File: src/rtl/seq_check_pkg.sv
// Shared defaults and FSM states for the
// multi-channel serial pattern checker.
package seq_check_pkg;

  localparam int NCH_DEF    = 4;
  localparam int MAXLEN_DEF = 8;
  localparam int CNTW_DEF   = 16;

  typedef enum logic [1:0] {
    UNCONF = 2'd0,
    RUN    = 2'd1,
    FLUSH  = 2'd2
  } state_t;

endpackage

File: src/rtl/rr_arbiter.sv
// Round-robin one-hot arbiter; search starts
// one past the last granted requester.
module rr_arbiter #(
  parameter int N = 4,
  parameter int W = 2
) (
  input  logic         clk,
  input  logic         rst,
  input  logic [N-1:0] req,
  input  logic         advance,
  output logic [N-1:0] grant
);

  logic [W-1:0] last;
  logic [W-1:0] nxt;
  logic [W-1:0] j;
  logic         found;

  always_comb begin
    grant = '0;
    nxt   = last;
    found = 1'b0;
    j     = '0;
    for (int i = 1; i <= N; i++) begin
      j = W'((int'(last) + i) % N);
      if (!found && req[j]) begin
        grant[j] = 1'b1;
        nxt      = j;
        found    = 1'b1;
      end
    end
  end

  always_ff @(posedge clk or posedge rst) begin
    if (rst)
      last <= W'(N - 1);
    else if (advance && found)
      last <= nxt;
  end

endmodule

File: src/rtl/seq_check_sched.sv
// Serial pattern detector time-shared across
// channels with per-channel match counters.
module seq_check_sched
  import seq_check_pkg::*;
#(
  parameter int NCH    = NCH_DEF,
  parameter int MAXLEN = MAXLEN_DEF,
  parameter int CNTW   = CNTW_DEF,
  parameter int CHW    = (NCH > 1) ? $clog2(NCH) : 1
) (
  input  logic              clk,
  input  logic              rst,
  input  logic [NCH-1:0]    ch_valid,
  input  logic [NCH-1:0]    ch_bit,
  output logic [NCH-1:0]    ch_ready,
  input  logic              cfg_we,
  input  logic [MAXLEN-1:0] cfg_pattern,
  input  logic [3:0]        cfg_len,
  output logic              match_valid,
  output logic [CHW-1:0]    match_ch,
  input  logic [CHW-1:0]    cnt_sel,
  input  logic              cnt_clr,
  output logic [CNTW-1:0]   cnt_value
);

  localparam int FW = $clog2(MAXLEN + 1);

  state_t            state;
  logic [MAXLEN-1:0] pattern;
  logic [3:0]        len;
  logic              cfg_ok;
  logic [NCH-1:0]    grant;
  logic              acc;

  logic [MAXLEN-1:0] hist [NCH];
  logic [FW-1:0]     fill [NCH];
  logic [CNTW-1:0]   cnt  [NCH];

  logic [CHW-1:0]    sel;
  logic [MAXLEN-1:0] nh;
  logic [FW-1:0]     nf;
  logic [MAXLEN-1:0] mask;
  logic              hit;

  assign cfg_ok = cfg_we && (cfg_len != 4'd0)
               && (int'(cfg_len) <= MAXLEN);

  // A legal reconfigure takes priority over data.
  assign ch_ready = (state == RUN && !cfg_ok)
                  ? grant : '0;
  assign acc = |ch_ready;

  rr_arbiter #(
    .N (NCH),
    .W (CHW)
  ) u_arb (
    .clk     (clk),
    .rst     (rst),
    .req     (ch_valid),
    .advance (acc),
    .grant   (grant)
  );

  always_comb begin
    sel = '0;
    for (int c = 0; c < NCH; c++)
      if (grant[c]) sel = CHW'(c);
    nh = (hist[sel] << 1)
       | MAXLEN'(ch_bit[sel]);
    nf = (int'(fill[sel]) >= MAXLEN)
       ? fill[sel] : fill[sel] + 1'b1;
    mask = '0;
    for (int i = 0; i < MAXLEN; i++)
      mask[i] = (i < int'(len));
    hit = acc
       && (int'(nf) >= int'(len))
       && (((nh ^ pattern) & mask) == '0);
  end

  always_ff @(posedge clk or posedge rst) begin
    if (rst) begin
      state       <= UNCONF;
      pattern     <= '0;
      len         <= '0;
      match_valid <= 1'b0;
      match_ch    <= '0;
    end else begin
      match_valid <= 1'b0;
      match_ch    <= '0;
      if (cfg_ok) begin
        pattern <= cfg_pattern;
        len     <= cfg_len;
        state   <= FLUSH;
      end else begin
        case (state)
          UNCONF: state <= UNCONF;
          FLUSH:  state <= RUN;
          RUN: begin
            if (hit) begin
              match_valid <= 1'b1;
              match_ch    <= sel;
            end
          end
          default: state <= UNCONF;
        endcase
      end
    end
  end

  always_ff @(posedge clk or posedge rst) begin
    if (rst) begin
      for (int c = 0; c < NCH; c++) begin
        hist[c] <= '0;
        fill[c] <= '0;
      end
    end else if (state == FLUSH) begin
      for (int c = 0; c < NCH; c++) begin
        hist[c] <= '0;
        fill[c] <= '0;
      end
    end else if (acc) begin
      hist[sel] <= nh;
      fill[sel] <= nf;
    end
  end

  always_ff @(posedge clk or posedge rst) begin
    if (rst) begin
      for (int c = 0; c < NCH; c++)
        cnt[c] <= '0;
    end else begin
      for (int c = 0; c < NCH; c++) begin
        if (cnt_clr && cnt_sel == CHW'(c))
          cnt[c] <= '0;
        else if (hit && sel == CHW'(c)
                 && cnt[c] != '1)
          cnt[c] <= cnt[c] + 1'b1;
      end
    end
  end

  assign cnt_value = cnt[cnt_sel];

endmodule

File: config.mk
export PLATFORM = sky130hd
export DESIGN_NAME = seq_check_sched
export DESIGN_NICKNAME = d
export VERILOG_FILES = /design/src/rtl/seq_check_pkg.sv /design/src/rtl/rr_arbiter.sv /design/src/rtl/seq_check_sched.sv
export SDC_FILE = /design/constraint.sdc
export NUM_CORES = 1
export LEC_CHECK = 0
export CORE_MARGIN = 3
export CORE_UTILIZATION = 34
export DETAILED_ROUTE_END_ITERATION = 10
export DONT_BUFFER_PORTS = 1
export GPL_TIMING_DRIVEN = 0
export PLACE_DENSITY = 0.53
export SYNTH_ARGS = -nofsm -noshare
export SYNTH_HDL_FRONTEND = slang
export SYNTH_SLANG_ARGS = --single-unit
File: constraint.sdc
create_clock -name clk -period 15.6 [get_ports clk]
set_clock_uncertainty 0.1 [all_clocks]
set_input_delay 3.12 -clock clk [delete_from_list [all_inputs] [get_ports clk]]
set_output_delay 3.12 -clock clk [all_outputs]
set_load 0.005 [all_outputs]
# [Yosys cells after proc, flatten, opt, wreduce, memory -nomap -nowiden]
# Cells that the tools add are included.
[totals] regBits=131 inputBits=26 output_inout_bits=23 word_cells=183
[classes] n_addsub=9 n_lt_le_gt_ge=23 n_eq_ne=13 muxes=70 n_bitwise=8 reduce_logical=42
[ops] op="2-to-1 mux 16 bit" n=12
[ops] op="adder 16 x 1 -> 16 bit (second input constant)" n=4
[ops] op="2-to-1 mux 32 bit" n=2
[ops] op="inequality test 16 bit (second input constant)" n=4
[ops] op="2-to-1 mux 4 bit" n=9
[ops] op="binary-select mux 16 bit (select 2 bit)" n=1
[ops] op="bitwise mux 32 bit" n=1
[ops] op="logical AND 1 bit" n=26
[ops] op="2-to-1 mux 2 bit" n=10
[ops] op="2-to-1 mux 1 bit" n=17
[ops] op="binary-select mux 8 bit (select 2 bit)" n=1
[ops] op="bitwise mux 16 bit" n=1
[ops] op="demux 8 bit (select 2 bit)" n=1
[ops] op="less-than comparator 3 x 4 -> 1 bit (first input constant)" n=4
[ops] op="less-than comparator 2 x 3 -> 1 bit (second input constant)" n=5
[ops] op="2-to-1 mux 7 bit" n=2
[ops] op="OR 4 bit" n=3
[ops] op="binary-select mux 1 bit (select 2 bit)" n=5
[ops] op="== test 2 bit (second input constant)" n=5
[ops] op="nonzero test 2 bit" n=5
[ops] op="bitwise AND 8 bit" n=1
[ops] op="binary-select mux 4 bit (select 2 bit)" n=1
[ops] op="demux 1 bit (select 2 bit)" n=4
[ops] op="demux 4 bit (select 2 bit)" n=1
[ops] op="other kinds (24)" n=40

# [Depth between registers and ports, before layout]
# Gate-level depths: netlist of run 1.
[logic_depth] ltp_word=29 mapped_depth=32 ltp_nobuf=25

# [Cells and area by module]
# A second synthesis of run 1 with hierarchy kept.
[unflattened] hier_cells=854 hier_area_um2=7893.8
[by_module_without_submodules] mod="seq_check_sched" instances=1 cells_each=796 area_per_inst_um2=7365.8 seq_area_each_um2=3128.0
[by_module_without_submodules] mod="rr_arbiter" instances=1 cells_each=58 area_per_inst_um2=528.0 seq_area_each_um2=52.6

# [Least setup slack after synthesis of run 1]
# No wires, ideal clock.
[synth_path] path_kind="in2out" startpoint="in ch_valid[1]" endpoint="out ch_ready[3]" t_arrival_ns=5.271 required_time_ns=12.380 path_slack_ns=7.109 stages=10 path_buffers=4 cell_sequence="buf_6 > mux4_2 > or3b_1 > a21oi_2 > a21o_1 > buf_6 > clkbuf_1 > buf_1 > nand2_1 > inv_1"
[synth_via] elab_chain_cells=13 word_cells_on_any_way=25 classes_between="16 x mux; 3 x bitwise; 6 x reduce/logical"
[synth_lines] item="from (decl)" line="seq_check_sched.sv:13" rtl="input logic [NCH-1:0] ch_valid,"
[synth_lines] item="binary-select mux 1 bit (select 2 bit)" line="rr_arbiter.sv:26" rtl="if (!found && req[j]) begin"
[synth_lines] item="2-to-1 mux 1 bit (not written as such)" line="rr_arbiter.sv:26"
[synth_lines] item="2-to-1 mux 1 bit" line="rr_arbiter.sv:26"
[synth_lines] item="logical NOT 1 bit" line="rr_arbiter.sv:26"
[synth_lines] item="logical AND 1 bit" line="rr_arbiter.sv:26"
[synth_lines] item="2-to-1 mux 1 bit" line="rr_arbiter.sv:26"
[synth_lines] item="logical NOT 1 bit" line="rr_arbiter.sv:26"
[synth_lines] item="logical AND 1 bit" line="rr_arbiter.sv:26"
[synth_lines] item="2-to-1 mux 1 bit" line="rr_arbiter.sv:26"
[synth_lines] item="logical NOT 1 bit" line="rr_arbiter.sv:26"
[synth_lines] item="logical AND 1 bit" line="rr_arbiter.sv:26"
[synth_lines] item="2-to-1 mux 4 bit (*)" line="rr_arbiter.sv:26"
[synth_lines] item="2-to-1 mux 4 bit (*)" line="seq_check_sched.sv:50" rtl="? grant : '0;"
[synth_lines] item="to (decl)" line="seq_check_sched.sv:15" rtl="output logic [NCH-1:0] ch_ready,"
# Mark *: on every way between the ends. The rest lies on a longest branch, timed or not. The select of a mux whose other input is x is not followed.

# [Worst setup path after layout of run 1]
[layout_path] startpoint="in ch_valid[0]" endpoint="reg cnt[56] (netlist name)"
[layout_via] elab_chain_cells=27 word_cells_on_any_way=52 classes_between="1 x add/sub; 2 x order compare; 28 x mux; 7 x bitwise; 14 x reduce/logical"
[layout_lines] item="binary-select mux 1 bit (select 2 bit)" line="rr_arbiter.sv:26"
[layout_lines] item="2-to-1 mux 1 bit (not written as such)" line="rr_arbiter.sv:26"
[layout_lines] item="2-to-1 mux 1 bit" line="rr_arbiter.sv:26"
[layout_lines] item="logical NOT 1 bit" line="rr_arbiter.sv:26"
[layout_lines] item="logical AND 1 bit" line="rr_arbiter.sv:26"
[layout_lines] item="2-to-1 mux 1 bit" line="rr_arbiter.sv:26"
[layout_lines] item="logical NOT 1 bit" line="rr_arbiter.sv:26"
[layout_lines] item="logical AND 1 bit" line="rr_arbiter.sv:26"
[layout_lines] item="(+11 left out)"
[layout_lines] item="adder 4 x 1 -> 4 bit (tied with other cells)" line="seq_check_sched.sv:71" rtl="? fill[sel] : fill[sel] + 1'b1;"
[layout_lines] item="2-to-1 mux 4 bit or bitwise XOR 8 bit (tied branches)" line="seq_check_sched.sv:71, seq_check_sched.sv:77"
[layout_lines] item=">= comparator 4 bit or bitwise AND 8 bit (tied branches)" line="seq_check_sched.sv:76, seq_check_sched.sv:77"
[layout_lines] item="logical AND 1 bit or logical NOT 8 bit (tied branches)" line="seq_check_sched.sv:76, seq_check_sched.sv:77"
[layout_lines] item="logical AND 1 bit" line="seq_check_sched.sv:77" rtl="&& (((nh ^ pattern) & mask) == '0);"
[layout_lines] item="logical AND 1 bit (*)" line="seq_check_sched.sv:135" rtl="else if (hit && sel == CHW'(c)"
[layout_lines] item="logical AND 1 bit (*)" line="seq_check_sched.sv:136" rtl="&& cnt[c] != '1)"
[layout_lines] item="nonzero test 2 bit (no line) (*)"
[layout_lines] item="to (signal, indexed assignment)" line="seq_check_sched.sv:137" rtl="cnt[c] <= cnt[c] + 1'b1;"
[layout_lines] item="to (decl)" line="seq_check_sched.sv:37" rtl="logic [CNTW-1:0] cnt [NCH];"
# Marked as above.
# A chain may end at the register's enable or synchronous reset.

==> summary.md, run 1 <==
| Metric | Value |
|---|---|
| Min Tclk post-route | 9.33 ns |
| FMAX | 107 MHz |
| Routed WL | 27.3 mm |
| Die ar. | 26100 µm² |
| Num CTS Buffers | 17 |
| Maximum VDD drop | 0.0905 mV |
| Clk pin slew, worst setup/hold paths | 0.06 ns |
| Fillers | 2415 |
| IO Count | 49 |
| Core box area | 23600 µm² |
| # clock sinks | 127 |
| Critical path launch point type | input port |
| Final Slew Violations | 0 |
| Top cells by area, synth | dfrtp_1 38%, mux4_2 5.2%, nand3_1 4.3% |
| CTS tree | done |
| Post-CTS resize count | 0 |
| Synthesis-to-layout area growth | 12.7% |
| Slew @ Worst Pin | 1.31 ns |
| Synth Instances | 903 |
| Max FO, Critical Path | 10 |
| Clk buf depth | 2 |
| RSZ-0062 raised after global routing | no |
| Async set-reset flop share out of synthesis | 1.00 |
| Post-Syn Nets | 946 |
| Cts hold-fix bufs | 0 |
| Setup_tns | 0 ns |
| Count of TritonRoute iterations in the first routing pass | 5 |
| Power Dens Cells | 194 nW/µm² |
| Port buffer count | 0 |
| Initial antenna violation count | 1 |
| GPL Wtd Cong | 0.905 |
| Final hold viol count | 0 |
| Final instance area | 9250 µm² |
| Largest net degree at the start of global routing | 94 |
| Primary FF master, synth | dfrtp_1 |
| Nets | 967 |
| Layout cells sized above 1 | 0.104 |
| 1st-iter DRT viols | 750 |
| Critical Path Sink Type | flop |
| Inserted Diodes | 0 |
| Worst Hold Path Cells | 2 |
| First-pass GRT wire length | 42.7 mm |
| Reg2Reg Depth | 29 |
| Cell Area, Placed | 8660 µm² |
| Status | completed |
| WS Path Type | in2reg |
| DR WL/cell | 21.7 µm |
| Initial Util | 0.348 |
| Period Utilization, post-route | 0.598 |
| All-layer global routing usage | 0.210 |
| Sequential fraction of the synthesis area | 0.387 |
| Mapped Area | 8210 µm² |
| Synth Register Bits | 127 |
| Maxcap violations | 0 |
| Leakage | 0.00366 µW |
| Number of synthesized flops with an enable pin | 0 |
| DRC errors left | 0 |
| Hold crit path type | reg2reg |
| Synth Area per Inst | 9.10 µm² |
| Worst EP required | 15.85 ns |
| Hpwl dp | 19.8 mm |
| Via density per instance | 6.01 |
| CP arrival | 9.58 ns |
| H-tree depth | 4 |
| Vias in the first global route | 7248 |
| Post-DRT Antenna Nets | 0 |
| Synth warnings | 0 |
| Via count | 7543 |
| Chip width | 161 µm |
| Slew headroom | 0.122 |
| Worst-Skew Late Latency | 0.43 ns |
| Post-CTS Setup Bufs | 0 |
| Cell taking the most area after synthesis | dfrtp_1 |
| Overall die height | 161 µm |
| Global route overflow | 0 |
| Area share of the leading cell type in the synthesized netlist | 0.381 |
| Final setup fails | 0 |
| Clock root cell | clkbuf_16 |
| Unique masters post-synth | 73 |
| Floorplan row count | 56 |
[flip-flops by register name (all words and copies together), names as in the netlist]
| register | flops |
|---|---|
| cnt | 64 |
| fill | 16 |
| hist | 28 |
| len | 4 |
| match_ch | 2 |
| match_valid | 1 |
| pattern | 8 |
| state | 2 |
| u_arb.last | 2 |
[worst max-delay path, stage by stage]
cell,delay [ns]
buf_6,0.11
mux2i_1,0.11
mux2_2,0.36
a2111oi_4,0.50
a2bb2oi_1,0.42
buf_2,0.35
buf_1,0.43
nand2_1,0.14
o221ai_1,0.20
a21oi_1,0.14
ha_1,0.21
inv_1,0.05
nor2_1,0.05
xnor2_1,0.49
inv_1,0.10
ha_1,0.29
a21oi_1,0.06
nor2b_1,0.11
o22ai_1,0.08
nor3_1,0.21
o311ai_0,0.27
or4_1,0.47
buf_4,0.20
clkbuf_1,0.34
nor4_1,0.52
mux2i_1,0.23
[per-layer routing]
| metal | share of wire | global-route usage | routed length [µm] | up-vias |
|---|---|---|---|---|
| met5 | 0 | 0 | 0 | - |
| met4 | 0.010 | 0.0493 | 281 | 0 |
| met3 | 0.058 | 0.0426 | 1590 | 25 |
| met2 | 0.49 | 0.350 | 13400 | 254 |
| met1 | 0.44 | 0.282 | 12000 | 3765 |
| li1 | - | - | - | 3499 |
[synth_stat cells, drive strengths merged, types with 4 or more instances]
cell,count
a211oi,4
a21oi,71
a221o,4
a221oi,4
a31oi,8
and2,10
and3,17
and4,6
buf,29
clkbuf,39
dfrtp,125
ha,17
inv,29
mux2,8
mux2i,17
mux4,19
nand2,77
nand2b,23
nand3,71
nand3b,4
nand4,29
nor2,32
nor2b,7
nor3,18
nor4,8
o211ai,5
o21a,5
o21ai,60
o22ai,9
o311ai,8
o31ai,37
o41ai,11
or3,10
or3b,4
or4,37
[kinds of logic after synthesis]
group                      count (synthesis)  share of synthesized area
adders and majority gates                 17                     0.0259
DFF                                      127                      0.387
muxes                                     44                     0.0842
xor gates and xnor gates                   6                    0.00640
and+or+nand+nor                          360                      0.239
AOI/OAI and AO/OA                        252                      0.203
buffers and inverters                     97                     0.0539
[cell usage in the layout, fill, tap and decap left out, types with 17 or more instances in the layout]
cell       Yosys  layout
nand2_1       77      77
dfrtp_1      125     125
mux4_2        19      19
or4_1         37      37
a21oi_1       69      69
ha_1          17      17
nand3_1       71      71
inv_1         29      28
o31ai_1       37      37
clkbuf_16      0      17
nand2b_1      23      23
nand4_1       29      29
o21ai_0       59      59
clkbuf_1      39      40
nor2_1        32      32
mux2i_1       17      17
nor3_1        17      17
and3_1        17      17
[final cells by class]
type | count | area (µm²) | area share
plain buffers | 68 | 334 | 0.0361
clock buffers | 18 | 429 | 0.0464
clock inverters | 14 | 165 | 0.0178
inverters | 29 | 114 | 0.0123
multi-input cells | 679 | 4600 | 0.497
flip-flops and latches | 127 | 3180 | 0.344
well taps | 319 | 399 | 0.0431
repair buffers | 2 | 35.0 | 0.00379
[metrics by stage]
step | util | cells | worst slack (ns) | total power (µW) | hold slack (ns)
5_1_grt | 0.392 | 1256 | 5.69 | 1900 | 0.425
3_5_place_dp | 0.367 | 1224 | 5.93 | 1370 | 0.384
2_1_floorplan | - | 903 | 7.11 | 1040 | 0.359
3_3_place_gp | 0.365 | 1222 | 5.42 | 1370 | 0.379
4_1_cts | 0.392 | 1256 | 6.32 | 1780 | 0.399
6_report | 0.392 | 1256 | 6.27 | 1790 | 0.398
[path summary, 6_finish.rpt]
| path | start | to | slack (ns) |
|---|---|---|---|
| max in group asynchronous | rst | hist[30]$_DFFE_PP0P_ | 12.14 |
| min | hist[11]$_DFFE_PP0P_ | hist[11]$_DFFE_PP0P_ | 0.40 |
| max | ch_valid[0] | cnt[56]$_DFFE_PP0P_ | 6.27 |
| min reg2reg | hist[11]$_DFFE_PP0P_ | hist[11]$_DFFE_PP0P_ | 0.40 |
| min in group asynchronous | rst | cnt[59]$_DFFE_PP0P_ | 2.44 |
| max reg2reg | u_arb.last[0]$_DFFE_PP1P_ | cnt[56]$_DFFE_PP0P_ | 7.56 |
[report_power, final]
| group | switching [µW] | internal [µW] |
|---|---|---|
| logic | 696 | 268 |
| clock network | 162 | 251 |
| registers | 43.0 | 374 |
(Power assumes the default switching activity.)
==> run 2: changes to the inputs <==
Settings changed: PLACE_DENSITY 0.53 to 0.55.
Clock period 15.6 ns to 8 ns, I/O delays scaled along.
==> run 2 against run 1 <==
  * Clock power grew 110%
  * Final area is 1.1% higher
  * Register-to-register slack got worse by 7.1 ns
  * Die area did not move
  * Sequential cell count unchanged
  * Critical endpoint is now cnt[13]$_DFFE_PP0P_
  * Highest routed layer unchanged
==> summary.md, run 2 (same netlist as run 1, synthesis figures left out) <==
| Metric | Value |
|---|---|
| Overall die height | 161 µm (unchanged) |
| Slowest Stage Delay on Critical Path | 0.64 ns (was 0.52 ns) |
| Post-Layout Cell Count | 1257 (was 1256) |
| Period Utilization, post-route | 0.944 |
| Hpwl dp | 19.7 mm (was 19.8 mm) |
| 1st-iter DRT viols | 733 (was 750) |
| Max FFs per register | 64 (unchanged) |
| Num CTS Buffers | 17 (unchanged) |
| Floorplan row count | 56 (unchanged) |
| Inserted Diodes | 0 (unchanged) |
| Hold slack final | 0.395 ns (was 0.398 ns) |
| Largest registers | cnt (64), hist (28), fill (16) (unchanged) |
| Core box area | 23600 µm² (unchanged) |
| RSZ-0062 raised after global routing | no (unchanged) |
| Maximum VDD drop | 0.191 mV (was 0.0905 mV) |
| Critical path launch point type | flop (was input port) |
| Final Slew Violations | 0 (unchanged) |
| Maxcap violations | 0 (unchanged) |
| Reg-to-reg critical path startpoint | u_arb.last[0]$_DFFE_PP1P_ (unchanged) |
| Multi-input logic area | 4640 µm² (was 4600 µm²) |
| Met3 routed WL | 1.95 mm (was 1.59 mm) |
| Critical Path Sink Type | flop (unchanged) |
| Sequential cell area | 3180 µm² (unchanged) |
| Port buffer count | 0 (unchanged) |
| Worst Hold Path Cells | 2 (unchanged) |
| Hold path startpoint | hist[11]$_DFFE_PP0P_ (unchanged) |
| Largest net degree at the start of global routing | 84 (was 94) |
| Vias in the first global route | 7424 (was 7248) |
| Worst EP required | 8.21 ns (was 15.85 ns) |
| Slowest-stage cell, CP | dfstp_2 (was nor4_1) |
| Hold crit path type | reg2reg (unchanged) |
| Clk pin slew, worst setup/hold paths | 0.06 ns (about the same) |
| Count of TritonRoute iterations in the first routing pass | 7 (was 5) |
| Nets | 968 (was 967) |
| GPL Wtd Cong | 0.914 (was 0.905) |
| Worst-Skew Late Latency | 0.44 ns (was 0.43 ns) |
| WL met1 | 11.9 mm (was 12.0 mm) |
| Slew @ Worst Pin | 1.27 ns (was 1.31 ns) |
| Max FO, Critical Path | 10 (unchanged) |
| IO Count | 49 (unchanged) |
| Routed wl met2 | 12.9 mm (was 13.4 mm) |
| Min Tclk post-route | 7.56 ns |
| Commonest cells after routing, fill and taps aside | 125 x dfrtp_1, 77 x nand2_1, 71 x nand3_1 (unchanged) |
| Fillers | 2397 (was 2415) |
| Via density per instance | 6.11 (was 6.01) |
| Largest Register | cnt (unchanged) |
| Cell Area, Placed | 8650 µm² (was 8660 µm²) |
| Cells after DPL | 1223 (was 1224) |
| Clock root cell | clkbuf_16 (unchanged) |
| Cts hold-fix bufs | 0 (unchanged) |
| Routed WL | 27.3 mm (about the same) |
| Slew headroom | 0.144 (was 0.122) |
| CP arrival | 7.76 ns (was 9.58 ns) |
| Final hold viol count | 0 (unchanged) |
| Post-DRT Antenna Nets | 0 (unchanged) |
| CTS tree | done (unchanged) |
| Pre-CTS WS | -0.103 ns (was 5.93 ns) |
| Final setup fails | 0 (unchanged) |
| Cell mode on critical path | buf_2 |
| Max Used Layer | met4 (unchanged) |
| Reg2Reg Depth | 28 (was 29) |
| All-layer global routing usage | 0.212 (was 0.210) |
| Slack of the critical path | 0.444 ns (was 6.27 ns) |
| Most common cell after layout, fill and taps aside | dfrtp_1 (unchanged) |
| First-pass GRT wire length | 43.3 mm (was 42.7 mm) |
| FMAX | 132 MHz |
| Power Dens Cells | 386 nW/µm² (was 194 nW/µm²) |
| Global route overflow | 0 (unchanged) |
| Chip width | 161 µm (unchanged) |
| Die ar. | 26100 µm² (unchanged) |
| Critical Path Start | u_arb.last[0]$_DFFE_PP1P_ (was ch_valid[0]) |
| DRC errors left | 0 (unchanged) |
| WS Path Type | reg2reg (was in2reg) |
| # clock sinks | 127 (unchanged) |
| Initial Util | 0.348 (unchanged) |
| Status | completed (unchanged) |
| Layout cells sized above 1 | 0.122 (was 0.104) |
| DR WL/cell | 21.7 µm (about the same) |
| Via count | 7684 (was 7543) |
| Clk buf depth | 2 (unchanged) |
| Leakage | 0.00371 µW (was 0.00366 µW) |
| H-tree depth | 4 (unchanged) |
| Synthesis-to-layout area growth | 13.9% (was 12.7%) |
| Initial antenna violation count | 0 (was 1) |
| Final instance area | 9350 µm² (was 9250 µm²) |
==> run 2: what timing repair did <==
action | 4_1_cts | 5_1_grt
hold endpoints to repair | 0 | 0
setup endpoints to repair | 0 | 67
resized for setup | 0 | 22
setup buffers | 0 | 2
==> run 2: worst paths after layout <==
path / end / slack, ns
min in group asynchronous: cnt[54]$_DFFE_PP0P_ / 0.95
worst min register to register: hist[11]$_DFFE_PP0P_ / 0.39
max in group asynchronous: hist[26]$_DFFE_PP0P_ / 6.05
worst max register to register: cnt[13]$_DFFE_PP0P_ / 0.44
worst min-delay path: hist[11]$_DFFE_PP0P_ / 0.39
worst max-delay path: cnt[13]$_DFFE_PP0P_ / 0.44
==> run 2: metal layers <==
metal | GRT usage | up-vias
li1 | - | 3503
met1 | 0.284 | 3834
met2 | 0.344 | 303
met3 | 0.0449 | 44
met4 | 0.0661 | 0
met5 | 0 | -
==> run 2: final cells by class <==
class | count | area share
flip-flops and latches | 127 | 0.340
clock buffers | 18 | 0.0470
repair buffers | 3 | 0.00455
well taps | 319 | 0.0427
multi-input cells | 679 | 0.496
clock inverters | 14 | 0.0205
plain buffers | 68 | 0.0367
inverters | 29 | 0.0122
==> run 2: worst max-delay path, delay by kind of cell (launching register included) <==
kind	cells	cell delay [ns]
AOI/OAI and AO/OA	10	2.05
buffers and inverters	9	1.93
adders and majority gates	3	0.92
muxes	2	0.90
and+or+nand+nor	4	0.88
DFF	1	0.64
==> run 2: per-stage QoR <==
step	total power, µW	utilization	setup TNS [ns]
after floorplan	2030	-	0
after global placement	2660	0.365	-2.56
after detailed placement	2660	0.366	-0.591
after CTS	3510	0.393	0
after global routing	3800	0.396	0
final	3610	0.396	0
==> run 2: power by group <==
part	total [µW]	switching, µW	internal [µW]
Clock	849	320	529
Sequential	811	81.8	729
Combinational	1950	1380	562
Total	3610	1790	1820
